File: src/rtl/fifo_pkg.sv
// Shared types and constants for the FIFO drain controller and its skid buffer.
package fifo_pkg;

  localparam int FIFO_WIDTH_DEF = 32;
  localparam int CNT_WIDTH_DEF  = 16;
  localparam int RD_LAT         = 1;
  localparam int BUF_DEPTH      = 2;

  typedef enum logic [1:0] {
    IDLE,
    ACTIVE,
    FLUSH
  } drain_state_e;

endpackage

File: src/rtl/fifo_skid_buf.sv
// Two-entry FIFO-ordered holding buffer; head is always entry 0 and is fully registered.
module fifo_skid_buf
  import fifo_pkg::*;
#(
  parameter int WIDTH = FIFO_WIDTH_DEF
) (
  input  logic             clk,
  input  logic             rst_n,
  input  logic             push,
  input  logic [WIDTH-1:0] data_in,
  input  logic             pop,
  output logic [WIDTH-1:0] head,
  output logic [1:0]       count
);

  logic [WIDTH-1:0] entry_reg  [BUF_DEPTH];
  logic [WIDTH-1:0] entry_next [BUF_DEPTH];
  logic [1:0]       count_reg, count_next;
  logic             shift;
  logic [1:0]       wr_idx;

  assign shift      = pop && (count_reg != 2'd0);
  // A push lands in the first free slot after any same-cycle shift.
  assign wr_idx     = count_reg - {1'b0, shift};
  assign count_next = count_reg + {1'b0, push} - {1'b0, shift};

  for (genvar gi = 0; gi < BUF_DEPTH; gi++) begin : g_entry
    if (gi < BUF_DEPTH - 1) begin : g_shift
      assign entry_next[gi] = (push && wr_idx == 2'(gi)) ? data_in :
                              shift                      ? entry_reg[gi+1] :
                                                           entry_reg[gi];
    end else begin : g_last
      assign entry_next[gi] = (push && wr_idx == 2'(gi)) ? data_in : entry_reg[gi];
    end
  end

  always_ff @(posedge clk or negedge rst_n) begin
    if (!rst_n) begin
      count_reg <= 2'd0;
      for (int i = 0; i < BUF_DEPTH; i++) entry_reg[i] <= '0;
    end else begin
      count_reg <= count_next;
      for (int i = 0; i < BUF_DEPTH; i++) entry_reg[i] <= entry_next[i];
    end
  end

  assign head  = entry_reg[0];
  assign count = count_reg;

endmodule

File: src/rtl/fifo_drain_ctrl.sv
// Drains an upstream FIFO (1-cycle read latency) into a valid/ready stream via a 2-entry buffer.
// Optional popped-word counter port pop_cnt is built only when FIFO_DRAIN_CNT_EN is defined.
module fifo_drain_ctrl
  import fifo_pkg::*;
#(
  parameter int FIFO_WIDTH = FIFO_WIDTH_DEF,
  parameter int CNT_WIDTH  = CNT_WIDTH_DEF
) (
  input  logic                  clk,
  input  logic                  rstN,
  input  logic                  drain_en,
  input  logic                  fifo_empty,
  input  logic [FIFO_WIDTH-1:0] fifo_data_out,
  output logic                  fifo_rd_en,
  output logic                  m_valid,
  output logic [FIFO_WIDTH-1:0] m_data,
  input  logic                  m_ready,
  output logic                  busy
`ifdef FIFO_DRAIN_CNT_EN
  ,
  output logic [CNT_WIDTH-1:0]  pop_cnt
`endif
);

  drain_state_e state_reg, state_next;
  logic         inflight_reg;
  logic [1:0]   occ;
  logic         pop;
  logic [2:0]   pending_eff;

  fifo_skid_buf #(
    .WIDTH(FIFO_WIDTH)
  ) u_buf (
    .clk    (clk),
    .rst_n  (rstN),
    .push   (inflight_reg),
    .data_in(fifo_data_out),
    .pop    (pop),
    .head   (m_data),
    .count  (occ)
  );

  assign m_valid = (occ != 2'd0);
  assign pop     = m_valid && m_ready;
  assign busy    = inflight_reg || (occ != 2'd0);

  // Occupancy plus in-flight, crediting the slot a same-cycle pop frees so a full-rate stream never stalls.
  assign pending_eff = {1'b0, occ} - {2'b0, pop} + {2'b0, inflight_reg};
  assign fifo_rd_en  = drain_en && !fifo_empty && (state_reg == ACTIVE) &&
                       (pending_eff < 3'(BUF_DEPTH));

  always_ff @(posedge clk or negedge rstN) begin
    if (!rstN) begin
      state_reg    <= IDLE;
      inflight_reg <= 1'b0;
    end else begin
      state_reg    <= state_next;
      inflight_reg <= fifo_rd_en;
    end
  end

  always_comb begin
    state_next = state_reg;
    case (state_reg)
      IDLE:    if (drain_en) state_next = ACTIVE;
      ACTIVE:  if (!drain_en) state_next = busy ? FLUSH : IDLE;
      FLUSH:   if (!inflight_reg && occ == 2'd0) state_next = IDLE;
      default: state_next = IDLE;
    endcase
  end

`ifdef FIFO_DRAIN_CNT_EN
  logic [CNT_WIDTH-1:0] cnt_reg;

  always_ff @(posedge clk or negedge rstN) begin
    if (!rstN) begin
      cnt_reg <= '0;
    end else if (fifo_rd_en) begin
      cnt_reg <= cnt_reg + CNT_WIDTH'(1);
    end
  end

  assign pop_cnt = cnt_reg;
`else
  // Counter width only matters when the counter is built; keep it referenced for width sanity.
  if (CNT_WIDTH < 1) begin : g_cnt_width_unused
  end
`endif

endmodule

File: config.mk
export PLATFORM = sky130hd
export DESIGN_NAME = fifo_drain_ctrl
export DESIGN_NICKNAME = d
export VERILOG_FILES = /design/src/rtl/fifo_pkg.sv /design/src/rtl/fifo_skid_buf.sv /design/src/rtl/fifo_drain_ctrl.sv
export SDC_FILE = /design/constraint.sdc
export NUM_CORES = 1
export LEC_CHECK = 0
export BUFFER_PORTS_ARGS = -buffer_cell sky130_fd_sc_hd__clkbuf_2
export CORE_ASPECT_RATIO = 1.25
export CORE_MARGIN = 2
export CORE_UTILIZATION = 42
export CTS_BUF_LIST = sky130_fd_sc_hd__clkbuf_16
export DETAILED_ROUTE_END_ITERATION = 16
export SYNTH_ARGS = -nofsm -noshare
export SYNTH_HDL_FRONTEND = slang
export SYNTH_SLANG_ARGS = --single-unit
File: constraint.sdc
create_clock -name clk -period 3.27 [get_ports clk]
set_input_delay 0.1635 -clock clk [delete_from_list [all_inputs] [get_ports clk]]
set_output_delay 0.1635 -clock clk [all_outputs]
set_load 0.05 [all_outputs]
* Yosys cells after proc, flatten, opt, wreduce, memory -nomap -nowiden
Index checks and enable logic that the tools add are counted.
** Word-level totals
- Input port bits :: 37
- Word-level logic and storage cells :: 41
- Output and inout port bits :: 35
- Register bits after elaboration :: 69
** Cells by class
- Reductions and logical operators :: 17
- Equality and inequality tests :: 6
- Muxes and demuxes :: 7
- Order comparisons :: 1
- $add $sub $neg :: 5
** Operators by type and width (number)
- $mux W32 :: 2
- $logic_and A1 B1 Y1 :: 8
- $mux W2 :: 4
- $logic_not A2 Y1 :: 3
- $ne A2 B2 Y1 const B :: 3
- $pmux W2 S3 :: 1
- $eq A2 B1 Y1 const B :: 2
- $reduce_bool A2 Y1 :: 2
- $sub A2 B1 Y2 :: 2
- $add A3 B1 Y3 :: 1
- $lt A3 B2 Y1 const B :: 1
- $reduce_and A3 Y1 :: 1
- $sub A2 B1 Y3 :: 1
- $add A2 B1 Y2 :: 1
- $eq A2 B2 Y1 const B :: 1
- $logic_not A1 Y1 :: 2
- $logic_or A1 B1 Y1 :: 1

* Logic depth before layout (Yosys ltp)
- Word-level depth :: 7
- Depth in mapped cells :: 11
- Depth with buffers taken out :: 10

* By module
Synthesis repeated with hierarchy kept, for this count alone.
** Unflattened totals
- Cells, all modules :: 306
- Area, all modules :: 3338.2 um2
** By module, submodules not included
- fifo_skid_buf :: sequential area each 1651.6 um2, times used 1, cells each 289, area each 3145.5 um2
- fifo_drain_ctrl :: sequential area each 75.1 um2, times used 1, cells each 17, area each 192.7 um2

* Worst setup path before layout
No wires, ideal clock.
- Path kind :: register -> register
- Start point :: register u_buf.count_reg[1] (netlist: u_buf.count[1])
- End point :: register inflight_reg
- Data required time :: 3.067 ns
- Path buffers :: 1
- Library setup time :: 0.203 ns
- Cell stages (with the launch flop) :: 12
- Slack :: 0.324 ns
- Clock period less this slack :: 2.946 ns
- Arrival :: 2.743 ns
- Path through :: dfrtp_1 o21ai_2 inv_2 buf_2 ha_1 inv_1 ha_1 inv_1 fa_1 xnor2_1 nand4b_1 nor2_1
** Between the ends
- Cells in the longest elaborated chain, start to end :: 6
** RTL lines
- from (decl) :: RTL line fifo_skid_buf.sv:18 : logic [1:0] count_reg, count_next;
- from (signal assigned) :: RTL line fifo_skid_buf.sv:42 : count_reg <= count_next;
- $reduce_bool A2 Y1 :: RTL line fifo_drain_ctrl.sv:43 : assign m_valid = (occ != 2'd0);
- $logic_and A1 B1 Y1 :: RTL line fifo_drain_ctrl.sv:44 : assign pop = m_valid && m_ready;
- $sub A2 B1 Y3 * :: RTL line fifo_drain_ctrl.sv:48 : assign pending_eff = {1'b0, occ} - {2'b0, pop} + {2'b0, inflight_reg};
- $add A3 B1 Y3 * :: RTL line fifo_drain_ctrl.sv:48
- $lt A3 B2 Y1 * :: RTL line fifo_drain_ctrl.sv:50 : (pending_eff < 3'(BUF_DEPTH));
- $logic_and A1 B1 Y1 * :: RTL line fifo_drain_ctrl.sv:49 : assign fifo_rd_en = drain_en && !fifo_empty && (state_reg == ACTIVE) &&
- net fifo_rd_en :: RTL line fifo_drain_ctrl.sv:14 : output logic fifo_rd_en,
- to (signal assigned) :: RTL line fifo_drain_ctrl.sv:58 : inflight_reg <= fifo_rd_en;
- to (decl) :: RTL line fifo_drain_ctrl.sv:26 : logic inflight_reg;
Mark *: on every way through the listed nets, which the timed path passes. The rest lies on a longest branch.
A chain may end at the register's enable or synchronous reset.

* Worst setup path after layout
- Start point :: register u_buf.count_reg[1] (netlist: u_buf.count[1])
- End point :: output fifo_rd_en
** Between the ends
- Cells in the longest elaborated chain, start to end :: 6
** RTL lines (RTL line)
- $reduce_bool A2 Y1 :: fifo_drain_ctrl.sv:43
- $logic_and A1 B1 Y1 :: fifo_drain_ctrl.sv:44
- $sub A2 B1 Y3 * :: fifo_drain_ctrl.sv:48
- $add A3 B1 Y3 * :: fifo_drain_ctrl.sv:48
- $lt A3 B2 Y1 * :: fifo_drain_ctrl.sv:50
- $logic_and A1 B1 Y1 * :: fifo_drain_ctrl.sv:49
- to (decl) :: fifo_drain_ctrl.sv:14
Mark *: on every way between the ends. The rest lies on a longest branch, timed or not.

==> reports/results.ini <==
[status]
outcome = complete, no violations

[detailed_routing]
num_vias = 2124
dr.max_layer_used = met4
drc_errors = 0
wl_per_cell_microns = 13.53
drtAntennaViolNets = 0
wirelength_microns = 5926
wl_met1_microns = 2596
first_pass_iters = 4
routed-wl-met3_microns = 314
drt_iter0_drc = 92
routed-wl-met2_microns = 2940
vias_per_cell = 4.849

[global_routing]
grt_pass1_vias = 1979
grt_first_pass_wirelength_microns = 9577
track_usage_pct = 15.63
grt_overflow = 0
grt_antenna_before_repair = 0
grt_max_degree = 70

[synthesis]
ys_async_sr_fraction_pct = 100.0
synth_top_area_share_pct = 54.57
synth_area_per_cell_sq_um = 10.55
synth_edf_count = 0
ys_top_cells_by_count = dfrtp_1 (69), nand2_1 (65), nor2_1 (34)
post-synth-top-count-cell = dfrtp_1
synth_ff_type = dfrtp_1
synthesis.nets = 341
syn_area_sq_um = 3164
ys_ff_latch = 69
ys_seq_area_share_pct = 54.57
yosys-top-cells-area = dfrtp_1 (55%), mux2_2 (11%), nand2_1 (7.7%)
netlist_instances = 300
synthDistinctLibCells = 21
synth_area_leader_cell = dfrtp_1
yosys_warnings = 0

[finish]
fillCellCount = 702
syn_to_final_growth_pct = 14.39
regArea_sq_um = 1727
multiInputGateArea_sq_um = 1080
layout.nets = 382
fin_cells = 438
drive_above_1_share_pct = 35.84
diodes = 0

[worst_hold_path]
hold_class = in2reg

[setup_path]
cp_slowest_cell = dfrtp_1
crit_buf_inv = 4
cp.arrival_ns = 2.65
path_class = reg2out
crit_chain = o21ai_4 -> inv_2 -> ha_1 -> inv_1 -> ha_1 -> inv_1 -> fa_1 -> xnor2_1 -> nand4b_1 -> nor2_1 -> clkbuf_2
crit_required_ns = 3.11
critPathTopFamily = adder cells
worstSetupEndpointType = output port
max_stage_delay_ns = 0.46
crit_fanout = 5
cp-start-kind = flip-flop

[clock_tree]
clockBufferDepth = 2
cts_root_buf = clkbuf_16
path_clk_slew_ns = 0.05
insertion_delay_ns = 0.33
numCtsBuffers = 9
cts_tree = yes
cts_setup_buffers = 0
cts.sinks = 69
htreeDepth = 3

[sta]
fin_crit_ns = 2.818
hold_viol_final = 0
setup_viol = 0
fmax_mhz = 354.9
slew_viol_final = 0
fin_skew_ns = 0.005391
relSlewSlack_pct = 40.99
hold_slack_ns = 0.08176
fin_crit_sh_pct = 86.18
tns_ns = 0
worst_slew_pin_slew_ns = 0.8851
rsz0062_at_grt = no

[run]
maxCapViolCount = 0

[floorplan]
die_w_microns = 81.64
io-pin-count = 72
dieArea_sq_um = 8249
core_sq_um = 7357
rows = 35
start_util_pct = 43.01
fp.dieH_microns = 101.0

[power]
irDropWorstVdd_uv = 352.7
power_density_nw_per_um2 = 881.3
internal-power_mw = 1.974
p_comb_share_pct = 34.0
power.switching_mw = 1.216
p_sw_share_pct = 38.11
power_leakage_nw = 1.841
pwr-share-clk_pct = 26.2
p_seq_share_pct = 39.7

[placement]
place_inst = 421
dp_hpwl_microns = 3777
port_buffers = 71
place_congestion = 0.7206

## power by group through the flow
stage                     Combinational (mW)  Sequential, mW  Clock, mW
after CTS                               1.11            1.27      0.863
final                                   1.09            1.27      0.837
after detailed placement                1.10            1.28          0
after floorplan                         1.01            1.24          0
after global routing                    1.19            1.30      0.903
after global placement                  1.08            1.27          0
## worst paths after layout
| path | startpoint | end | slack (ns) | depth (start not counted) |
|---|---|---|---|---|
| min in group asynchronous | rstN | u_buf.head[8]$_DFFE_PN0P_ | 0.50 | 2 |
| hold reg to reg | state_reg[1]$_DFFE_PN0P_ | state_reg[0]$_DFFE_PN0P_ | 0.47 | 1 |
| max in group asynchronous | rstN | u_buf.entry_reg[1]$_DFFE_PN0P_ | 2.19 | 2 |
| hold / removal | fifo_data_out[23] | u_buf.entry_reg[23]$_DFFE_PN0P_ | 0.08 | 2 |
| setup / recovery | u_buf.count[1]$_DFF_PN0_ | fifo_rd_en | 0.45 | 11 |
| setup reg to reg | u_buf.count[1]$_DFF_PN0_ | u_buf.entry_reg[13]$_DFFE_PN0P_ | 1.02 | 8 |
## metrics by stage
step           cell area [sq um]  setup WS, ns  total power [mW]  util (%)
4_1_cts                     3620        0.4095             3.237     49.20
2_1_floorplan               3164        0.3237             2.246         -
3_5_place_dp                3351        0.7617             2.385     45.54
3_3_place_gp                3351        0.8303             2.351     45.54
5_1_grt                     3620        0.2577             3.390     49.20
6_report                    3620        0.4520             3.190     49.20
## layer usage
layer / up-vias / track usage [%]
met5: - / 0
met4: 0 / 7.308
met3: 6 / 4.839
met2: 53 / 25.09
met1: 1016 / 19.03
li1: 1049 / -
## area by class of cell
class	count	share of cell area, %
clock buffers	9	6.222
clock inverters	7	0.9333
inverters	7	0.7259
multi-input cells	176	29.83
flip-flops and latches	69	47.70
well taps	92	3.180
repair buffers	78	11.41
## placed cells by master, fill, tap and decap left out, types with 3 or more instances in the layout
cell type  Yosys  final
ha_1           3      3
clkbuf_16      0      9
inv_1          6      7
a31oi_1       32     32
dfrtp_1       69     69
buf_4         32      7
mux2_2        31     31
clkbuf_2       0     70
nor2_1        34     34
nand2_1       65     65
clkinv_2       0      3
## kinds of logic after synthesis
logic type,count (synthesis),synth area share [%]
AOI/OAI and AO/OA,33,6.603
xor gates and xnor gates,1,0.2768
muxes,33,11.74
buffers and inverters,55,11.55
adders and majority gates,4,1.819
and+or+nand+nor,105,13.44
DFF,69,54.57
## timing repair
item | in CTS | in global routing
endpoints found under the hold margin | 11 | 0
endpoints found under the setup margin | 0 | 0
gates resized for setup | 0 | 0
hold buffers | 1 | 0
Power figures use the tool's default switching activity.
